`config.mk`:
```
export PLATFORM = sky130hd
export DESIGN_NAME = key_debounce_multi
export DESIGN_NICKNAME = d
export VERILOG_FILES = /design/src/rtl/key_debounce_multi_pkg.sv /design/src/rtl/key_debounce_ch.sv /design/src/rtl/key_debounce_multi.sv
export SDC_FILE = /design/constraint.sdc
export NUM_CORES = 1
export LEC_CHECK = 0
export CELL_PAD_IN_SITES_DETAIL_PLACEMENT = 0
export CELL_PAD_IN_SITES_GLOBAL_PLACEMENT = 1
export CORE_ASPECT_RATIO = 0.6
export CORE_MARGIN = 2
export CORE_UTILIZATION = 40
export DETAILED_ROUTE_END_ITERATION = 10
export DONT_BUFFER_PORTS = 1
export PLACE_DENSITY = 0.64
export REMOVE_ABC_BUFFERS = 1
export SYNTH_ARGS = -nofsm -noshare
export SYNTH_HDL_FRONTEND = slang
export SYNTH_HIERARCHICAL = 1
export SYNTH_SLANG_ARGS = --single-unit
```
`constraint.sdc`:
```
create_clock -name clk -period 6.2 [get_ports clk]
set_input_delay 1.24 -clock clk [delete_from_list [all_inputs] [get_ports clk]]
set_output_delay 1.24 -clock clk [all_outputs]
set_load 0.05 [all_outputs]
```
`src/rtl/key_debounce_multi_pkg.sv`:
```
// Shared types and helpers for the multi-key debouncer.
// Channel state encoding and the counter-width function.
package key_pkg;

  typedef enum logic [1:0] {
    IDLE         = 2'd0,
    PRESS_WAIT   = 2'd1,
    HELD         = 2'd2,
    RELEASE_WAIT = 2'd3
  } key_state_e;

  // Bits needed to hold the largest of the three cycle counts.
  function automatic int cnt_width(int a, int b, int c);
    int m;
    m = a;
    if (b > m) m = b;
    if (c > m) m = c;
    return $clog2(m + 1);
  endfunction

endpackage

```
`src/rtl/key_debounce_ch.sv`:
```
// One key channel: 2-FF synchroniser, debounce FSM, long/repeat timer.
// Ports: clk, rst (sync, high), key_n (raw, 0=pressed), key_level,
// key_press / key_release / key_long (registered 1-cycle pulses).
module key_debounce_ch
  import key_pkg::*;
#(
  parameter int DEBOUNCE_CYC = 1_000_000,
  parameter int LONG_CYC     = 50_000_000,
  parameter int REPEAT_CYC   = 0
) (
  input  logic clk,
  input  logic rst,
  input  logic key_n,
  output logic key_level,
  output logic key_press,
  output logic key_release,
  output logic key_long
);

  localparam int CW = cnt_width(DEBOUNCE_CYC, LONG_CYC, REPEAT_CYC);
  localparam logic [CW-1:0] DEB_LAST  = CW'(DEBOUNCE_CYC - 1);
  localparam logic [CW-1:0] LONG_LAST = CW'(LONG_CYC - 1);
  localparam logic [CW-1:0] REP_LAST  =
    CW'((REPEAT_CYC > 0) ? REPEAT_CYC - 1 : 0);
  localparam logic [CW-1:0] ONE = CW'(1);

  key_state_e    state_q, state_d;
  logic          sync1_q, sync1_d;
  logic          sync2_q, sync2_d;
  logic [CW-1:0] dcnt_q, dcnt_d;
  logic [CW-1:0] hcnt_q, hcnt_d;
  logic [CW-1:0] rcnt_q, rcnt_d;
  logic          level_q, level_d;
  logic          press_q, press_d;
  logic          release_q, release_d;
  logic          long_q, long_d;
  logic          hold_tick;
  logic [CW-1:0] hcnt_inc;

  assign hcnt_inc = hcnt_q + ONE;

  always_comb begin
    state_d   = state_q;
    sync1_d   = key_n;
    sync2_d   = sync1_q;
    dcnt_d    = dcnt_q;
    hcnt_d    = hcnt_q;
    rcnt_d    = rcnt_q;
    level_d   = level_q;
    press_d   = 1'b0;
    release_d = 1'b0;
    long_d    = 1'b0;
    hold_tick = 1'b0;

    unique case (state_q)
      IDLE: begin
        if (!sync2_q) begin
          state_d = PRESS_WAIT;
          dcnt_d  = ONE;
        end else begin
          dcnt_d  = '0;
        end
      end
      PRESS_WAIT: begin
        if (sync2_q) begin
          state_d = IDLE;
          dcnt_d  = '0;
        end else if (dcnt_q == DEB_LAST) begin
          state_d = HELD;
          level_d = 1'b1;
          press_d = 1'b1;
          dcnt_d  = '0;
          hcnt_d  = '0;
          rcnt_d  = '0;
        end else begin
          dcnt_d  = dcnt_q + ONE;
        end
      end
      HELD: begin
        hold_tick = 1'b1;
        if (sync2_q) begin
          state_d = RELEASE_WAIT;
          dcnt_d  = ONE;
        end
      end
      RELEASE_WAIT: begin
        if (!sync2_q) begin
          // Bounce back to pressed: long timer is not restarted.
          state_d   = HELD;
          dcnt_d    = '0;
          hold_tick = 1'b1;
        end else if (dcnt_q == DEB_LAST) begin
          state_d   = IDLE;
          level_d   = 1'b0;
          release_d = 1'b1;
          dcnt_d    = '0;
          hcnt_d    = '0;
          rcnt_d    = '0;
        end else begin
          dcnt_d    = dcnt_q + ONE;
          hold_tick = 1'b1;
        end
      end
      default: begin
        state_d = IDLE;
      end
    endcase

    // hcnt saturates at LONG_LAST; after that rcnt drives repeats.
    if (hold_tick) begin
      if (hcnt_q != LONG_LAST) begin
        hcnt_d = hcnt_inc;
        if (hcnt_inc == LONG_LAST) long_d = 1'b1;
      end else if (REPEAT_CYC > 0) begin
        if (rcnt_q == REP_LAST) begin
          rcnt_d = '0;
          long_d = 1'b1;
        end else begin
          rcnt_d = rcnt_q + ONE;
        end
      end
    end
  end

  always_ff @(posedge clk) begin
    if (rst) begin
      state_q   <= IDLE;
      sync1_q   <= 1'b1;
      sync2_q   <= 1'b1;
      dcnt_q    <= '0;
      hcnt_q    <= '0;
      rcnt_q    <= '0;
      level_q   <= 1'b0;
      press_q   <= 1'b0;
      release_q <= 1'b0;
      long_q    <= 1'b0;
    end else begin
      state_q   <= state_d;
      sync1_q   <= sync1_d;
      sync2_q   <= sync2_d;
      dcnt_q    <= dcnt_d;
      hcnt_q    <= hcnt_d;
      rcnt_q    <= rcnt_d;
      level_q   <= level_d;
      press_q   <= press_d;
      release_q <= release_d;
      long_q    <= long_d;
    end
  end

  assign key_level   = level_q;
  assign key_press   = press_q;
  assign key_release = release_q;
  assign key_long    = long_q;

endmodule

```
`src/rtl/key_debounce_multi.sv`:
```
// N-channel push-button conditioner: one key_debounce_ch per key.
// Ports: clk, rst (sync, high), key_n[N] in; key_level, key_press,
// key_release, key_long [N] and any_press (OR of key_press) out.
module key_debounce_multi
  import key_pkg::*;
#(
  parameter int N_KEYS       = 4,
  parameter int DEBOUNCE_CYC = 1_000_000,
  parameter int LONG_CYC     = 50_000_000,
  parameter int REPEAT_CYC   = 0
) (
  input  logic              clk,
  input  logic              rst,
  input  logic [N_KEYS-1:0] key_n,
  output logic [N_KEYS-1:0] key_level,
  output logic [N_KEYS-1:0] key_press,
  output logic [N_KEYS-1:0] key_release,
  output logic [N_KEYS-1:0] key_long,
  output logic              any_press
);

  for (genvar i = 0; i < N_KEYS; i++) begin : g_ch
    key_debounce_ch #(
      .DEBOUNCE_CYC (DEBOUNCE_CYC),
      .LONG_CYC     (LONG_CYC),
      .REPEAT_CYC   (REPEAT_CYC)
    ) u_ch (
      .clk         (clk),
      .rst         (rst),
      .key_n       (key_n[i]),
      .key_level   (key_level[i]),
      .key_press   (key_press[i]),
      .key_release (key_release[i]),
      .key_long    (key_long[i])
    );
  end

  assign any_press = |key_press;

endmodule

```
; ---- Word level (Yosys, flattened, before mapping)
; Index checks and enable logic that the tools add are counted.
[op_classes]
muxes = 116
reduce_logical = 29
n_bitwise = 20
eq_ne = 56
n_addsub = 8
[op_table]
columns = cell, n
row1 = 26-bit two-way mux, 36
row2 = 26-bit one-hot mux with 4 select lines, 4
row3 = "26-bit by 1-bit adder with 26-bit output, second input constant", 8
row4 = 26-bit one-hot mux with 2 select lines, 4
row5 = "26-bit by 20-bit == test with 1-bit output, second input constant", 4
row6 = "26-bit == test, second input constant", 4
row7 = "26-bit inequality test, second input constant", 4
row8 = 2-bit two-way mux, 24
row9 = 1-bit two-way mux, 36
row10 = 3-bit OR reduction, 12
row11 = "2-bit by 1-bit inequality test with 1-bit output, second input constant", 16
row12 = 2-bit one-hot mux with 4 select lines, 4
row13 = 1-bit NOT, 20
row14 = 5-bit AND reduction, 4
row15 = "2-bit == test, second input constant", 8
row16 = "2-bit inequality test, second input constant", 8
row17 = 1-bit one-hot mux with 2 select lines, 8
row18 = 4-bit AND reduction, 4
row19 = "3-bit by 1-bit inequality test with 1-bit output, second input constant", 4
row20 = "3-bit inequality test, second input constant", 4
row21 = "2-bit by 1-bit == test with 1-bit output, second input constant", 4
row22 = 2-bit zero test, 4
row23 = 2-bit nonzero test, 4
row24 = 4-bit OR reduction, 1
[totals]
wordCells = 265
inputBits = 6
output_inout_bits = 17
regBits = 240

; ---- Depth between registers and ports, before layout
; Gate-level depths: netlist of the first run.
[depth]
depth_word = 6
mapped_depth = 9
ltp_nobuf = 7

; ---- Modules after synthesis
; The synthesis of the first run kept the hierarchy.
[modules_own_cells]
columns = module, n_inst, cells_each, area_per_inst_um2
row1 = key_debounce_ch at g_ch[0].u_ch ..., 3, 411, 3239.4
row2 = key_debounce_ch at g_ch[3].u_ch, 1, 402, 3335.7
row3 = key_debounce_multi, 1, 1, 7.5

; ---- Least setup slack after synthesis of the first run
; Ideal clock, no wire load.
[synth_path]
path_kind = reg2out
from = register g_ch[1].u_ch.press_q
to = output any_press
arrival_ps = 1285
path_buffers = 0
slack_ps = 3675
path_stages_with_launch = 2
path_cell_list = dfxtp_1 or4_1
[synth_between]
elab_chain_len = 1
[synth_rtl]
columns = item, line_no
row1 = start: declaration, key_debounce_ch.sv:34  ; logic press_q, press_d;
row2 = start signal: assignment, key_debounce_ch.sv:145  ; press_q <= press_d;
row3 = 4-bit OR reduction, key_debounce_multi.sv:38  ; assign any_press = |key_press;
row4 = end: declaration, key_debounce_multi.sv:19  ; output logic any_press
; Every way passes these cells.

; ---- Final worst setup path of the first run
[layout_path]
from = register g_ch[3].u_ch.hcnt_q[9]
to = register g_ch[3].u_ch.long_q
[layout_between]
elab_chain_len = 3
[layout_rtl]
columns = item, line_no
row1 = start: declaration, key_debounce_ch.sv:31  ; logic [CW-1:0] hcnt_q, hcnt_d;
row2 = start signal: assignment, key_debounce_ch.sv:142  ; hcnt_q <= hcnt_d;
row3 = 26-bit by 1-bit adder with 26-bit output / 26-bit inequality test (equally long branches), "key_debounce_ch.sv:40, key_debounce_ch.sv:111"
row4 = 26-bit == test / 1-bit NOT (equally long branches), --
row5 = 1-bit two-way mux / 3-bit OR reduction (equally long branches), --
row6 = end signal: assignment, key_debounce_ch.sv:147  ; long_q <= long_d;
row7 = end: declaration, key_debounce_ch.sv:36  ; logic long_q, long_d;
; Several ways; a longest one is shown, not always the timed one.
; A chain may end at the register's enable or synchronous reset.

==> Flow_metrics.wiki, run 1 <==
{| class="wikitable"
! Metric !! Value
|-
| Run status || finished, final reports clean
|-
| Setup repair after global routing missed its margin || false
|-
| Cell Area, Synth || approximately 13000 sq um
|-
| Final weighted congestion in routability-driven placement || 0.832
|-
| Placement row count || 51
|-
| Kind of critical path || flop to flop
|-
| Post-Synthesis Mean Instance Area || approximately 8 sq um
|-
| Pin count of the biggest net entering global routing || about 90
|-
| Fraction of registers with async set or reset after synthesis || 0%
|-
| Post-CTS resize count || 0
|-
| Floorplan Core Area || 32300 sq um
|-
| Worst Setup Slack post-DPL || roughly 3.1 ns
|-
| Number of CTS-inserted buffers || 26
|-
| Flip-flop and latch count after synthesis || 240
|-
| Setup_tns || 0 ns
|-
| Wire length of the first global-routing pass || 56700 um
|-
| Vertical die dimension || approximately 140 um
|-
| Signal arrival time at the worst endpoint || 3.58 ns
|-
| Clock transition at the registers of the reported paths || approximately 0.060 ns
|-
| Register area share after synthesis || 36.8%
|-
| Final HPWL DP || approximately 24000 um
|-
| Horizontal die dimension || between 200 and 250 um
|-
| Type of the most critical hold path || flop to flop
|-
| Number of enable-type register cells in the synthesized netlist || 0
|-
| Cell family with most CP delay || simple AND/OR/NAND/NOR gates
|-
| Number of H-tree branching levels || 1
|-
| TritonCTS clock tree || built
|-
| Delay contributed by the slowest stage of the critical path || 1.06 ns
|-
| Count of mapped cells out of synthesis || ~1600
|-
| GRT Resource Usage Total || 20.3%
|-
| Highest Clock Rate || around 0.32 GHz
|-
| Remaining Overflow, GRT || 0
|-
| Worst-path cell chain || nand4_2 > nor4_1 > nand3_1 > xor2_1 > or3_2 > nor4_2
|-
| Number of global-route vias before repair || about 10000
|-
| Number of cells on the worst reg-to-reg path || 6
|-
| Relative area change from synthesis to final layout || 7.97%
|-
| Fin worst setup slack || approximately 3.1 ns
|-
| Layout filler cell count || between 3000 and 4000
|-
| Worst hold path startpoint || g_ch[3].u_ch/sync1_q
|-
| Footprint of the flip-flops and latches || just under 5000 sq um
|-
| Worst reg2reg path startpoint || g_ch[3].u_ch/hcnt_q[9]
|-
| Routed Wire Length || ~35000 um
|-
| Total iterations of the first detailed-routing run || 5
|-
| Buffers and inverters on the worst path || 0
|-
| DRC violation count after routing || 0
|-
| Violation count after the first detailed-routing iteration || 1017
|-
| Maximum clock insertion buffer count || 3
|-
| Distinct cell type count after synthesis || 74
|-
| Post-layout total power || around 3.2 mW
|-
| Number of vias per cell || 5.69
|-
| I/O pin count || 23
|-
| Power density normalized to cell area || around 230 nW/um^2
|-
| Nature of the critical path startpoint || flop
|-
| Synth Warn # || 6
|-
| Total via count after detailed routing || about 12000
|-
| Required time at the endpoint of the critical path || 6.65 ns
|-
| Ant. Diodes || 0
|-
| Share of final-layout standard cells stronger than drive strength 1 || ~7%
|-
| Initial antenna violation count || 0
|-
| Clock root buffer || sky130_fd_sc_hd__clkbuf_16
|-
| Launching instance or port of the critical path || g_ch[3].u_ch/hcnt_q[9]
|-
| Final hold slack || roughly 0.4 ns
|-
| Largest area contributor in the synthesized netlist || sky130_fd_sc_hd__dfxtp_1
|-
| Highest ir drop seen on vdd || ~0.16 mV
|-
| Post-CTS setup buffer count || 0
|-
| Cts hold-fix bufs || 0
|-
| Max-cap viol count || 0
|-
| Worst R2R Setup Slack || around 3 ns
|-
| FF-to-FF End || g_ch[3].u_ch/key_long
|-
| Combined area of the multi-input logic cells || approximately 7600 sq um
|-
| Post-synth top flop || sky130_fd_sc_hd__dfxtp_1
|-
| Element type at the critical path end || flop
|-
| Top post-synthesis cells by area || sky130_fd_sc_hd__dfxtp_1 (37%), sky130_fd_sc_hd__a21oi_1 (4.8%), sky130_fd_sc_hd__nor2_1 (4.7%), sky130_fd_sc_hd__nand2_1 (4.3%), sky130_fd_sc_hd__xor2_1 (4.2%)
|-
| CTS Sinks || 240
|-
| Final period demand of the worst path || 3.13 ns
|-
| Slowest stage cell on the critical path || sky130_fd_sc_hd__nor4_1
|-
| Number of setup violations in the final report || 0
|-
| Headroom to the max-slew limit || about a fifth
|-
| Leakage power of the design || 4.38 nW
|-
| Port Buffers || 0
|-
| Worst hold stages || 1
|-
| Total Die Area || roughly 34000 sq um
|-
| Number of nets in the layout || about 1600
|-
| Antenna Nets Post-Route || 0
|-
| Final number of hold-violating endpoints || 0
|-
| Finished Core Util || between 40% and 50%
|-
| End of the worst hold path || g_ch[3].u_ch/sync2_q
|-
| Max Transition Viols Final || 0
|-
| Latest clock arrival within the worst-skew pair || between 0.5 and 0.6 ns
|-
| Top-area cell type share of the netlist area || between 30 and 40%
|-
| Avg WL per Cell || 17.0 um
|-
| Crit share post-route || 50.5%
|-
| Worst Tran Pin Value || between 1 and 1.5 ns
|-
| Crit-path max FO || 12
|-
| Worst clock skew || between 0.01 and 0.015 ns
|-
| Initial core utilization || approximately two fifths
|-
| Top-count cell post-synth || sky130_fd_sc_hd__dfxtp_1
|-
| Synth cell count leaders || sky130_fd_sc_hd__dfxtp_1 (240), sky130_fd_sc_hd__nor2_1 (163), sky130_fd_sc_hd__nand2_1 (149), sky130_fd_sc_hd__a21oi_1 (124), sky130_fd_sc_hd__nand3_1 (100)
|}
## flip-flops by register name (all words and copies together) (netlist names), named ones only
register	flops
g_ch.u_ch/sync1_q	4
g_ch.u_ch/sync2_q	4
g_ch.u_ch/dcnt_q	104
g_ch.u_ch/key_long	4
g_ch.u_ch/key_level	4
g_ch.u_ch/key_press	4
g_ch.u_ch/key_release	4
g_ch.u_ch/state_q	4
g_ch.u_ch/hcnt_q	104
## power by group
part | internal (mW) | switching, mW | leakage (nW)
Clock | 0.981 | 0.664 | 0.453
Combinational | 0.0143 | 0.0186 | 1.99
Sequential | 1.55 | 0.0173 | 1.94
## worst max-delay path by stage
stage	to	depth (start not counted)
2_1_floorplan	g_ch[0].u_ch/hcnt_q[14]	4
3_3_place_gp	g_ch[2].u_ch/dcnt_q[20]	7
3_5_place_dp	g_ch[2].u_ch/dcnt_q[2]	7
4_1_cts	any_press	1
5_1_grt	g_ch[2].u_ch/dcnt_q[9]	7
6_report	g_ch[3].u_ch/key_long	6
## cell type report
class / instances / share of cell area (%)
multi-input combinational: 1247 / 53.6
sequential: 240 / 34.1
clock buffer: 39 / 5.75
tap: 424 / 3.76
inverter: 69 / 1.84
clock inverter: 8 / 0.639
timing repair buffer: 7 / 0.373
## cells in the final DEF, fill, tap and decap left out, types with 6 or more instances in the layout
cell type                     n
sky130_fd_sc_hd__a31oi_1     17
sky130_fd_sc_hd__xnor2_1     44
sky130_fd_sc_hd__clkinv_2     6
sky130_fd_sc_hd__or4_1        9
sky130_fd_sc_hd__inv_1       69
sky130_fd_sc_hd__buf_4        7
sky130_fd_sc_hd__and3b_1      8
sky130_fd_sc_hd__o2111ai_1    9
sky130_fd_sc_hd__a21oi_1    124
sky130_fd_sc_hd__nor3b_1      8
sky130_fd_sc_hd__clkbuf_16   27
sky130_fd_sc_hd__ha_1        12
sky130_fd_sc_hd__nor2b_1      9
sky130_fd_sc_hd__and4_1      31
sky130_fd_sc_hd__nand3_1    100
sky130_fd_sc_hd__xor2_1      62
sky130_fd_sc_hd__clkbuf_8     9
sky130_fd_sc_hd__nor3_1      52
sky130_fd_sc_hd__nor4_2       8
sky130_fd_sc_hd__o31ai_1      6
sky130_fd_sc_hd__o21ai_1     33
sky130_fd_sc_hd__nand2b_1    11
sky130_fd_sc_hd__or2_2       15
sky130_fd_sc_hd__nor4_1      33
sky130_fd_sc_hd__a211oi_1    17
sky130_fd_sc_hd__o21ai_0     64
sky130_fd_sc_hd__nor2_1     163
sky130_fd_sc_hd__or3b_1       9
sky130_fd_sc_hd__and3_1      34
sky130_fd_sc_hd__and2_1       8
sky130_fd_sc_hd__dfxtp_1    240
sky130_fd_sc_hd__nand4_1     63
sky130_fd_sc_hd__nand2_1    149
sky130_fd_sc_hd__or3_1       49
## stage by stage
stage	std cells	cell area, sq um
after floorplan	1556	12600
after global placement	1987	13200
after detailed placement	1987	13200
after CTS	2034	14100
after global routing	2034	14100
final	2034	14100
## logic make-up after synthesis
kind of cell | count (synthesis) | synth area share (%)
fa+ha+maj | 12 | 1.15
compound gates | 320 | 15.0
xor+xnor | 106 | 7.11
mux | 4 | 0.307
simple gates | 805 | 34.1
buf+inv | 149 | 5.54
flops | 240 | 36.8
## worst reg2reg max path, cell delays in order, from the launching register on
cell and delay, ns:
sky130_fd_sc_hd__dfxtp_1 0.59, sky130_fd_sc_hd__nand4_2 0.29, sky130_fd_sc_hd__nor4_1 1.06, sky130_fd_sc_hd__nand3_1 0.19
sky130_fd_sc_hd__xor2_1 0.18, sky130_fd_sc_hd__or3_2 0.44, sky130_fd_sc_hd__nor4_2 0.29
## per-layer routing
metal / GRT usage [%] / part of all wire, %
met5: 0 / 0
met4: 3.94 / 1.5
met3: 2.82 / 4.4
met2: 24.7 / 35
met1: 35.1 / 59
Power figures use the tool's default switching activity.
==> run 2, diff against run 1 <==
- clock period: 6.2 -> 3.14 ns (I/O delays scaled with it)
==> run 2 against run 1 <==
Power is 110% higher. Cell area up 2.1%. Setup slack lost 2.5 ns. Fmax grew 20%. Sequential share of layout area shrank 0.70 points. Count of clock-buffer cells in the layout is 1 lower.
==> Flow_metrics.wiki, run 2 (synthesis gave the netlist of run 1 again) <==
{| class="wikitable"
! Metric !! Value
|-
| Run status || finished, final reports clean
|-
| Avg WL per Cell || between 15 and 20 um
|-
| Number of cells on the worst reg-to-reg path || 8
|-
| Type of the most critical hold path || input pin to flop
|-
| Leading cell type in the layout, fill and taps excluded || sky130_fd_sc_hd__dfxtp_1
|-
| Routed Wire Length || approximately 35000 um
|-
| Power density normalized to cell area || 463 nW/um^2
|-
| GRT Resource Usage Total || 20.3%
|-
| Relative area change from synthesis to final layout || 10.2%
|-
| Setup repair after global routing missed its margin || false
|-
| Finished Core Util || approximately 45%
|-
| Antenna Nets Post-Route || 0
|-
| Headroom to the max-slew limit || 44.3%
|-
| Final HPWL DP || 24200 um
|-
| Remaining Overflow, GRT || 0
|-
| Net switching power figure || between 1 and 1.5 mW
|-
| DRC violation count after routing || 0
|-
| Vertical die dimension || approximately 140 um
|-
| Wire length of the first global-routing pass || around 57000 um
|-
| Number of global-route vias before repair || between 10000 and 15000
|-
| Highest ir drop seen on vdd || roughly 0.36 mV
|-
| Worst hold stages || 1
|-
| Required time at the endpoint of the critical path || ~3.6 ns
|-
| Pin count of the biggest net entering global routing || 88
|-
| Final period demand of the worst path || 2.61 ns
|-
| CTS Sinks || 240
|-
| Floorplan Core Area || around 32000 sq um
|-
| Worst clock skew || approximately 0.0092 ns
|-
| Initial antenna violation count || 0
|-
| Number of vias per cell || 5.67
|-
| Switching part of the total || 20.9%
|-
| Max-cap viol count || 0
|-
| Latest clock arrival within the worst-skew pair || ~0.54 ns
|-
| Cell internal power dissipation || roughly 5.3 mW
|-
| Leakage power of the design || 4.54 nW
|-
| Crit-path max FO || 8
|-
| Total via count after detailed routing || around 12000
|-
| Power share of the combinational group || under 10%
|-
| Highest Clock Rate || around 0.38 GHz
|-
| Cts hold-fix bufs || 0
|-
| Portion of total power attributed to sequential cells || a little under half
|-
| Number of nets in the layout || roughly 1600
|-
| Element type at the critical path end || flop
|-
| Most frequent cells in the layout || sky130_fd_sc_hd__dfxtp_1 (240), sky130_fd_sc_hd__nor2_1 (163), sky130_fd_sc_hd__nand2_1 (149)
|-
| Share of final-layout standard cells stronger than drive strength 1 || roughly 8.4%
|-
| Number of CTS-inserted buffers || 27
|-
| Final weighted congestion in routability-driven placement || ~0.85
|-
| Worst Tran Pin Value || about 0.83 ns
|-
| Horizontal die dimension || 237 um
|-
| Clock root buffer || sky130_fd_sc_hd__clkbuf_16
|-
| Post-CTS resize count || 0
|-
| Part of the power in the clock network || 52.7%
|-
| TritonCTS clock tree || built
|-
| I/O pin count || 23
|-
| Max Transition Viols Final || 0
|-
| Biggest registers after layout || g_ch.u_ch/dcnt_q: 104 flops, g_ch.u_ch/hcnt_q: 104 flops
|-
| Maximum clock insertion buffer count || 3
|-
| Total iterations of the first detailed-routing run || 8
|-
| Nature of the critical path startpoint || flop
|-
| Kind of critical path || flop to flop
|-
| Violation count after the first detailed-routing iteration || 1100
|-
| Number of setup violations in the final report || 0
|-
| Placement row count || 51
|-
| Number of H-tree branching levels || 1
|-
| Crit share post-route || between 80% and 90%
|-
| Port Buffers || 0
|-
| Total Die Area || 34200 sq um
|-
| Ant. Diodes || 0
|-
| Post-CTS setup buffer count || 0
|-
| Initial core utilization || around two fifths
|-
| Clock transition at the registers of the reported paths || approximately 0.06 ns
|-
| Setup_tns || 0 ns
|-
| Signal arrival time at the worst endpoint || around 3 ns
|-
| Final number of hold-violating endpoints || 0
|}
[run 2: worst max-delay path, stage by stage (launching register included)]
cell                       delay, ns
sky130_fd_sc_hd__dfxtp_1        0.39
sky130_fd_sc_hd__ha_1           0.30
sky130_fd_sc_hd__nand4_1        0.31
sky130_fd_sc_hd__nor2_1         0.38
sky130_fd_sc_hd__nand4_1        0.20
sky130_fd_sc_hd__o22ai_2        0.40
sky130_fd_sc_hd__buf_4          0.25
sky130_fd_sc_hd__a21oi_1        0.05
sky130_fd_sc_hd__a211oi_1       0.23
[run 2: routing by layer]
layer | up-vias | GRT usage (%) | share of wire [%]
met5 | - | 0 | 0
met4 | 0 | 3.41 | 1.5
met3 | 31 | 2.69 | 4.6
met2 | 228 | 25.5 | 35
met1 | 5531 | 34.8 | 58
li1 | 5905 | - | -
[run 2: metrics by stage]
step	cell area [sq um]	std cells	setup WS [ns]	hold WS, ns	total power [mW]
3_5_place_dp	13400	2013	0.591	0.394	3.23
3_3_place_gp	13400	2013	0.664	0.391	3.22
4_1_cts	14400	2061	0.569	0.148	6.78
6_report	14400	2061	0.529	0.190	6.67
5_1_grt	14400	2061	0.316	0.157	6.91
2_1_floorplan	12600	1556	0.399	0.389	3.20
[run 2: final timing paths]
check | start | to | slack, ns
max | g_ch[3].u_ch/hcnt_q[1] | g_ch[3].u_ch/hcnt_q[20] | 0.53
min | rst | g_ch[3].u_ch/hcnt_q[3] | 0.19
max reg2reg | g_ch[3].u_ch/hcnt_q[1] | g_ch[3].u_ch/hcnt_q[20] | 0.53
min reg2reg | g_ch[3].u_ch/sync1_q | g_ch[3].u_ch/sync2_q | 0.40
[run 2: final cells by class]
class	count	area, sq um
timing repair buffer	33	273
tap	424	531
inverter	69	259
fill	3180	17900
clock inverter	10	209
sequential	240	4800
clock buffer	38	767
multi-input combinational	1247	7550
[run 2: power groups by stage]
stage	clock (mW)	combinational (mW)	sequential, mW
3_3_place_gp	0	0.0656	3.16
5_1_grt	3.74	0.0758	3.09
3_5_place_dp	0	0.0670	3.16
6_report	3.51	0.0665	3.09
4_1_cts	3.62	0.0672	3.09
2_1_floorplan	0	0.0504	3.15
